[config.mk]
export PLATFORM = sky130hd
export DESIGN_NAME = icache
export DESIGN_NICKNAME = d
export VERILOG_FILES = /design/src/rtl/icache.sv
export SDC_FILE = /design/constraint.sdc
export NUM_CORES = 1
export LEC_CHECK = 0
export ABC_AREA = 1
export ABC_CLOCK_PERIOD_IN_PS = 6800
export BUFFER_PORTS_ARGS = -buffer_cell sky130_fd_sc_hd__buf_2
export CAP_MARGIN = 20
export CORE_ASPECT_RATIO = 1.25
export CORE_MARGIN = 8
export CORE_UTILIZATION = 35
export CTS_BUF_LIST = sky130_fd_sc_hd__clkbuf_16
export DETAILED_ROUTE_END_ITERATION = 8
export GPL_TIMING_DRIVEN = 0
export PLACE_DENSITY_LB_ADDON = 0.25
export SETUP_SLACK_MARGIN = 0.4
export SLEW_MARGIN = 20
export SYNTH_ARGS = -nofsm -noshare
export SYNTH_HDL_FRONTEND = slang
export SYNTH_SLANG_ARGS = --single-unit
export TNS_END_PERCENT = 100
[constraint.sdc]
create_clock -name clk -period 6.8 [get_ports clk]
set_input_delay 0.68 -clock clk [delete_from_list [all_inputs] [get_ports clk]]
set_output_delay 0.68 -clock clk [all_outputs]
set_load 0.05 [all_outputs]
[src/rtl/icache.sv]
// Direct-mapped read-only instruction cache: 8 lines x 16 bytes, one 16-bit word per hit.
// Latency: a hit responds combinationally in the request cycle. A miss responds in the first IDLE cycle after the fill.
// Backpressure: mem_read is held until mem_resp. The fill waits in FILL as long as pmem_resp stays low.
//
// Ports:
//   clk, rst_n           : clock and asynchronous active-low reset
//   mem_read/_address    : fetch-side request (byte address, bit 0 ignored)
//   mem_resp/_rdata      : one-cycle completion pulse and instruction word
//   pmem_read/_address   : line-fill request to physical memory (line aligned)
//   pmem_resp/_rdata     : single-cycle fill data pulse with the 128-bit line
//   hit_count/miss_count : saturating statistics counters
module icache (
    input  logic         clk,
    input  logic         rst_n,
    input  logic         mem_read,
    input  logic [15:0]  mem_address,
    output logic         mem_resp,
    output logic [15:0]  mem_rdata,
    output logic         pmem_read,
    output logic [15:0]  pmem_address,
    input  logic         pmem_resp,
    input  logic [127:0] pmem_rdata,
    output logic [15:0]  hit_count,
    output logic [15:0]  miss_count
);

    typedef enum logic {
        S_IDLE = 1'b0,
        S_FILL = 1'b1
    } state_e;

    state_e         state_q;
    logic [11:0]    fill_q;        // latched line address mem_address[15:4]
    logic [7:0]     valid_q;
    logic [8:0]     tag_q  [8];
    logic [127:0]   data_q [8];
    logic [15:0]    hit_cnt_q;
    logic [15:0]    miss_cnt_q;

    logic [8:0]     req_tag;
    logic [2:0]     req_idx;
    logic [2:0]     req_word;
    logic [2:0]     fill_idx;
    logic [127:0]   sel_line;
    logic           hit;
    logic           miss_start;
    logic           fill_done;
    logic           unused_addr_bit0;

    assign req_tag          = mem_address[15:7];
    assign req_idx          = mem_address[6:4];
    assign req_word         = mem_address[3:1];
    assign fill_idx         = fill_q[2:0];
    assign unused_addr_bit0 = mem_address[0];

    // valid_q is reset, so an un-reset tag can never produce a hit.
    assign hit        = valid_q[req_idx] && (tag_q[req_idx] == req_tag);
    assign sel_line   = data_q[req_idx];
    assign miss_start = (state_q == S_IDLE) && mem_read && !hit;
    assign fill_done  = (state_q == S_FILL) && pmem_resp;

    assign mem_resp     = (state_q == S_IDLE) && mem_read && hit;
    // Gate the word with mem_resp so the output stays X-free while the
    // data array still holds uninitialised lines.
    assign mem_rdata    = mem_resp ? sel_line[{req_word, 4'h0} +: 16] : 16'h0000;
    assign pmem_read    = (state_q == S_FILL);
    assign pmem_address = {fill_q, 4'h0};
    assign hit_count    = hit_cnt_q;
    assign miss_count   = miss_cnt_q;

    // Control FSM: the line address is captured on the miss and held for
    // the whole fill, so fetch-side changes during FILL cannot redirect it.
    always_ff @(posedge clk or negedge rst_n) begin
        if (!rst_n) begin
            state_q <= S_IDLE;
            fill_q  <= 12'h000;
            valid_q <= 8'h00;
        end else begin
            case (state_q)
                S_IDLE: begin
                    if (miss_start) begin
                        fill_q  <= mem_address[15:4];
                        state_q <= S_FILL;
                    end
                end
                S_FILL: begin
                    if (pmem_resp) begin
                        valid_q[fill_idx] <= 1'b1;
                        state_q           <= S_IDLE;
                    end
                end
                default: state_q <= S_IDLE;
            endcase
        end
    end

    // Tag and data arrays carry no reset. A reset during FILL clears state_q
    // asynchronously, so a late pmem_resp cannot write here.
    always_ff @(posedge clk) begin
        if (fill_done) begin
            tag_q[fill_idx]  <= fill_q[11:3];
            data_q[fill_idx] <= pmem_rdata;
        end
    end

    // Statistics counters, saturating at all-ones.
    always_ff @(posedge clk or negedge rst_n) begin
        if (!rst_n) begin
            hit_cnt_q  <= 16'h0000;
            miss_cnt_q <= 16'h0000;
        end else begin
            if (mem_resp && (hit_cnt_q != 16'hFFFF)) begin
                hit_cnt_q <= hit_cnt_q + 16'h0001;
            end
            if (miss_start && (miss_cnt_q != 16'hFFFF)) begin
                miss_cnt_q <= miss_cnt_q + 16'h0001;
            end
        end
    end

endmodule

==> results.yml, run 1 <==
clock_network:
  cts_tree: "yes"
  clk_latency_ps: 760
  cts_buffers: 114
  cts.sinks: 1149
  htreeDepth: 3
  cts_max_path_buffers: 3
  clock-root-buffer: "clkbuf_16"
  path_clk_slew_ps: 60
  post_cts_buffers: 0
pwr:
  ir_worst_vdd_mv: 0.233
  p_leak_nw: 20.4
  p_per_area_nw_per_um2: 286
worst_setup_path:
  path_buf_inv: 6
  cp_max_fo: 10
  cp-start-kind: "input port"
  endpoint: "mem_rdata[3]"
  reg2regPathDepth: 7
  r2r_start: "pmem_read"
  worstSetupEndpointType: "output pin"
  critPathArrivalTime_ps: 4610
  required_ps: 6120
  r2r_slack_ps: 3940
  crit_family: "buffers and inverters"
  startpoint: "mem_address[6]"
  critPathKind: "input port to output pin"
  crit_path_cell_trace: "buf_2, inv_1, buf_2, clkbuf_1, clkbuf_1, nand3_1, nand3_1, nand3_1, nand3_1, nand2_1, nor2_1, buf_2"
  critPathMaxStageDelay_ps: 830
  critPathSlowestCell: "clkbuf_1"
  crit_top_cell: "nand3_1"
  crit_cells: 12
  r2r_end: "data_q[7][34]"
final_layout:
  utilization_pct: 41.6
  areaGrowthSynthToFinish_pct: 18.3
  fin_area_sq_um: 55300
  nets: 4543
  drive_above_1_share_pct: 12.1
min_path:
  min_path_type: "input port to register"
sta:
  worst_slack_ps: 1510
  drv_slew: 0
  worst_pin_slew_ps: 1120
  setup-violations-final: 0
  finalHoldViolCount: 0
  fin_crit_sh_pct: 77.9
  timing.slew.headroom_pct: 25.2
  fmax_mhz: 189
  rsz0062_at_grt: "false"
  skew_ps: 27.0
  period_needed_ps: 5290
placed_design:
  dpl-instance-area_sq_um: 51600
  portBuffers: 204
  post-place-ws_ps: 1510
  post-dp-hpwl_microns: 109000
  finalWeightedCongestion: 0.879
job:
  max_cap_violations: 0
logic_synthesis:
  synthCells: 4003
  syn_area_sq_um: 46700
  synthFlopType: "edfxtp_1"
  synth.distinct_cells: 30
  avgSynthCellArea_sq_um: 11.7
  synth-seq-area-share_pct: 73.2
  synth_warnings: 0
  ys_async_sr_fraction_pct: 4.61
  synth_seq_cells: 1149
  synth_edf_count: 1096
die:
  initial_utilization_pct: 35.1
  ioPinCount: 214
  dieArea_sq_um: 146000
  die_y_microns: 425
  rows: 150
  coreArea_sq_um: 133000
  die_w_microns: 343
grt:
  grt_start_max_net_pins: 54
  grt.total_usage_pct: 21.0
  grt_pass1_vias: 31500
  grt_antenna_before_repair: 73
  grt_pass1_wl_microns: 223000
  grt-ovfl-total: 0
routing:
  wl_per_cell_microns: 24.9
  vias: 32700
  antenna_left: 0
  drtIter0Drc: 3195
  route.detailed.drc: 0
  routed_wl_microns: 156000
  vias_per_cell: 5.21
  drt-pass1-iter-count: 6
run_status:
  run_status: "finished clean"
-- layout make-up --
class                           count  area, sq um
Fill cell                       12400        77800
Sequential cell                  1149        34200
Multi-Input combinational cell   2505        11100
Clock buffer                      115         2880
Timing Repair Buffer              271         2580
Tap cell                         1748         2190
Buffer                            252         1110
Clock inverter                     97          724
Inverter                          100          378
Antenna cell                       41          103
-- worst min path at each step --
stage                     from    endpoint  slack, ps  depth (start not counted)
floorplan                rst_n   fill_q[0]        380                          0
global placement    valid_q[7]  valid_q[7]        450                          1
detailed placement  valid_q[0]  valid_q[0]        450                          1
CTS                  pmem_resp   pmem_read         80                          2
global route         pmem_resp   pmem_read        130                          2
finish               pmem_resp   pmem_read        140                          2
-- state kept, by name, indices dropped and copies added, names as in the netlist --
name	cells
hit_count	16
valid_q	8
tag_q	72
fill_q	12
miss_count	16
pmem_read	1
data_q	1024
-- worst register-to-register path, cell delays in order, from the launching register on --
cell     delay, ps
dfrtp_1        400
nand3_1        340
nor2_4         710
buf_16         260
buf_12         210
buf_12         210
buf_12         210
buf_16         200
-- what timing repair did --
action | 4_1_cts | 5_1_grt
hold endpoints to repair | 53 | 0
hold buffers | 1 | 0
endpoints found under the setup margin | 0 | 0
gates resized for setup | 0 | 0
-- cells by family (layout without fill, tap and decap cells) --
logic type	after synthesis	after routing	synth area share (%)
flip-flops	1149	1149	73.2
AO/OA/AOI/OAI	22	22	0.241
AND/OR/NAND/NOR	2462	2462	23.0
buffers and inverters	352	835	3.18
XOR/XNOR	15	15	0.281
other	1	45	0.00802
adder cells (fa/ha/maj)	2	2	0.0535
-- where the power goes --
group / switching (mW) / total [mW] / internal [mW]
logic: 1.11 / 1.51 / 0.402
registers: 0.109 / 8.17 / 8.06
clock network: 2.77 / 6.15 / 3.38
total: 3.98 / 15.8 / 11.8
-- per-layer routing --
metal  track usage (%)  vias up  share of wire (%)
li1                  -    15000                  -
met1              25.8    16000                 39
met2              35.6     1419                 49
met3              4.73      331                8.6
met4              8.84       14                4.1
met5                 0        -              0.061
-- layout by cell type, fill, tap and decap left out, drive strengths merged --
| master | netlist | final |
|---|---|---|
| buf | 109 | 379 |
| bufinv | 0 | 8 |
| clkbuf | 143 | 258 |
| clkinv | 0 | 51 |
| clkinvlp | 0 | 4 |
| conb | 1 | 4 |
| dfrtp | 53 | 53 |
| diode | 0 | 41 |
| dlygate4sd3 | 0 | 1 |
| edfxtp | 1096 | 1096 |
| ha | 2 | 2 |
| inv | 100 | 134 |
| nand2 | 1261 | 1261 |
| nand3 | 1083 | 1083 |
| nand3b | 1 | 1 |
| nand4 | 27 | 27 |
| nor2 | 70 | 70 |
| nor3 | 11 | 11 |
| nor3b | 1 | 1 |
| o211ai | 1 | 1 |
| o21ai | 21 | 21 |
| or2 | 8 | 8 |
| xnor2 | 2 | 2 |
| xor2 | 13 | 13 |
-- metrics by stage --
stage | setup TNS (ps) | hold WS (ps) | power, mW | cells
after floorplan | -500820 | 384 | 9.12 | 4006
after global placement | -7924190 | 453 | 9.82 | 5958
after detailed placement | 0 | 454 | 9.83 | 6024
after CTS | 0 | 81.3 | 15.9 | 6237
after global routing | 0 | 130 | 16.3 | 6243
final | 0 | 145 | 15.8 | 6278
-- synthesized netlist by cell type, types with 3 or more instances --
| cell type | instances | area (sq um) |
|---|---|---|
| nand3_1 | 1082 | 5420 |
| inv_2 | 3 | 11.3 |
| dfrtp_1 | 53 | 1330 |
| buf_1 | 26 | 97.6 |
| nor3_1 | 11 | 55.1 |
| nor2_1 | 64 | 240 |
| o21ai_1 | 16 | 80.1 |
| buf_6 | 4 | 45.0 |
| nand2_1 | 1258 | 4720 |
| xor2_1 | 13 | 114 |
| inv_1 | 96 | 360 |
| o21ai_0 | 5 | 25.0 |
| nand4_1 | 27 | 169 |
| buf_2 | 65 | 325 |
| or2_2 | 8 | 50.1 |
| edfxtp_1 | 1096 | 32900 |
| nor2_2 | 5 | 31.3 |
| buf_4 | 14 | 105 |
| clkbuf_1 | 143 | 537 |
(Power assumes the default switching activity.)
==> run 2, diff against run 1 <==
Settings changed: ABC_CLOCK_PERIOD_IN_PS 6800 to 4900.
Clock period 6.8 ns to 4.9 ns, I/O delays scaled along.
==> run 2 against run 1 <==
  * Sequential cell count stayed put
  * Sequential share of layout area decreased by 1.1 points
  * Cell area increased by 1.7%
  * Clock-buffer cell count decreased by 1
  * Sequential power up 38%
  * Routed wire length rose by 0.48%
  * Critical path depth up 1
  * Largest power group unchanged
  * Highest routed layer unchanged
==> results.yml, run 2 (synthesis gave the netlist of run 1 again) <==
worst_setup_path:
  cp-start-kind: "input port"
  cp_max_fo: 10
  r2r_slack_ps: 2140
  r2r_end: "data_q[2][99]"
  r2r_start: "fill_q[0]"
  critPathArrivalTime_ps: 3990
  required_ps: 4410
  worstSetupEndpointType: "output pin"
  critPathKind: "input port to output pin"
  reg2regPathDepth: 7
final_layout:
  layout_commonest_cell: "nand2_1"
  final_cell_mix: "nand2_1 (1258), edfxtp_1 (1096), nand3_1 (1082)"
  fill_cells: 12500
  multiInputGateArea_sq_um: 11100
  regMostFlops: "data_q"
  drive_above_1_share_pct: 12.1
  register_area_sq_um: 34200
  largest_register_ffs: 1024
  areaGrowthSynthToFinish_pct: 20.3
  nets: 4655
  reg.largest.list: "data_q (1024), tag_q (72)"
grt:
  grt_antenna_before_repair: 36
  grt-ovfl-total: 0
  grt_pass1_vias: 32500
  grt_pass1_wl_microns: 225000
  grt.total_usage_pct: 21.1
  grt_start_max_net_pins: 54
routing:
  vias: 33300
  wl_per_cell_microns: 24.7
  vias_per_cell: 5.24
  drt-pass1-iter-count: 6
  antenna_left: 0
  drtIter0Drc: 3130
  routed_wl_microns: 157000
  route.detailed.drc: 0
sta:
  fmax_mhz: 223
  setup-violations-final: 0
  setup_tns_ps: 0
  worst_pin_slew_ps: 1070
  timing.slew.headroom_pct: 28.4
  finalHoldViolCount: 0
  period_needed_ps: 4480
  whs_ps: 42.3
  drv_slew: 0
  rsz0062_at_grt: "true"
  fin_crit_sh_pct: 91.5
  skew_ps: 27.4
  worst_slack_ps: 418
run_status:
  run_status: "finished clean"
job:
  max_cap_violations: 0
placed_design:
  post-dp-hpwl_microns: 109000
  post-place-ws_ps: -12.1
  finalWeightedCongestion: 0.881
  portBuffers: 204
clock_network:
  cts.sinks: 1149
  cts_max_path_buffers: 3
  cts_buffers: 114
  clock-root-buffer: "clkbuf_16"
  cts_tree: "yes"
  post_cts_buffers: 0
  path_clk_slew_ps: 60
  clk_latency_ps: 750
  htreeDepth: 3
min_path:
  whs_path_depth: 1
  min_path_type: "input port to register"
  hp-start: "pmem_rdata[47]"
  min_to: "data_q[5][47]"
die:
  die_y_microns: 425
  initial_utilization_pct: 35.1
  die_w_microns: 343
  ioPinCount: 214
  dieArea_sq_um: 146000
  coreArea_sq_um: 133000
  rows: 150
pwr:
  p_leak_nw: 20.9
  p_per_area_nw_per_um2: 388
  ir_worst_vdd_mv: 0.264
-- run 2: changes by cell type in the layout (fill, tap and decap cells not counted), sizes merged, moves of 4 or more --
cell         delta
dlygate4sd3   +111
inv             -6
diode          -27
bufinv          -4
clkinv          +8
-- run 2: layout make-up --
cell class,count,area share [%]
sequential,1149,60.9
multi-input combinational,2505,19.7
timing repair buffer,383,6.63
clock buffer,114,5.07
tap,1748,3.89
buffer,252,2.02
clock inverter,94,1.07
inverter,100,0.672
antenna,14,0.0623
-- run 2: how the worst max path moves through the flow --
stage,startpoint,endpoint,cells past startpoint
detailed placement,mem_address[6],mem_rdata[5],12
finish,mem_address[4],mem_rdata[1],13
CTS,mem_address[4],mem_rdata[1],13
global placement,pmem_resp,valid_q[0],4
global route,mem_address[4],mem_rdata[1],13
floorplan,pmem_read,valid_q[1],3
-- run 2: power by group --
part	switching [mW]	leakage [nW]	total, mW	internal (mW)
clock	3.83	1.78	8.27	4.44
combinational	1.58	8.50	2.20	0.622
sequential	0.148	10.6	11.3	11.2
-- run 2: critical path: stages --
cell and delay (ps):
buf_6 120, buf_2 410, buf_2 510, clkbuf_1 620, nand2_1 110, nand3_1 120, nand3_1 90, nand3_1 190
nand3_1 280, nand3_1 200, nand2_1 70, nor2_1 380, buf_2 350
-- run 2: what timing repair did --
action                     in CTS  in global routing
resized for setup              11                 19
hold buffers                  112                  0
gates cloned                    0                  0
hold endpoints to repair      825                  0
setup endpoints to repair      15                  7
-- run 2: routing by layer --
layer / up-vias / wire length [microns] / GRT usage [%]
li1: 15200 / - / -
met1: 16400 / 60400 / 25.9
met2: 1444 / 76100 / 35.4
met3: 363 / 13200 / 4.43
met4: 20 / 7290 / 9.80
met5: - / 139 / 0
-- run 2: metrics by stage --
stage                     power (mW)  utilization [%]  instance area (sq um)  cells
final                           21.8             42.3                  56200   6359
after global routing            22.5             42.2                  56200   6349
after CTS                       21.9             42.2                  56200   6345
after detailed placement        13.6             38.8                  51600   6025
after global placement          13.6             37.6                  50000   5958
after floorplan                 12.6                -                  46800   4006
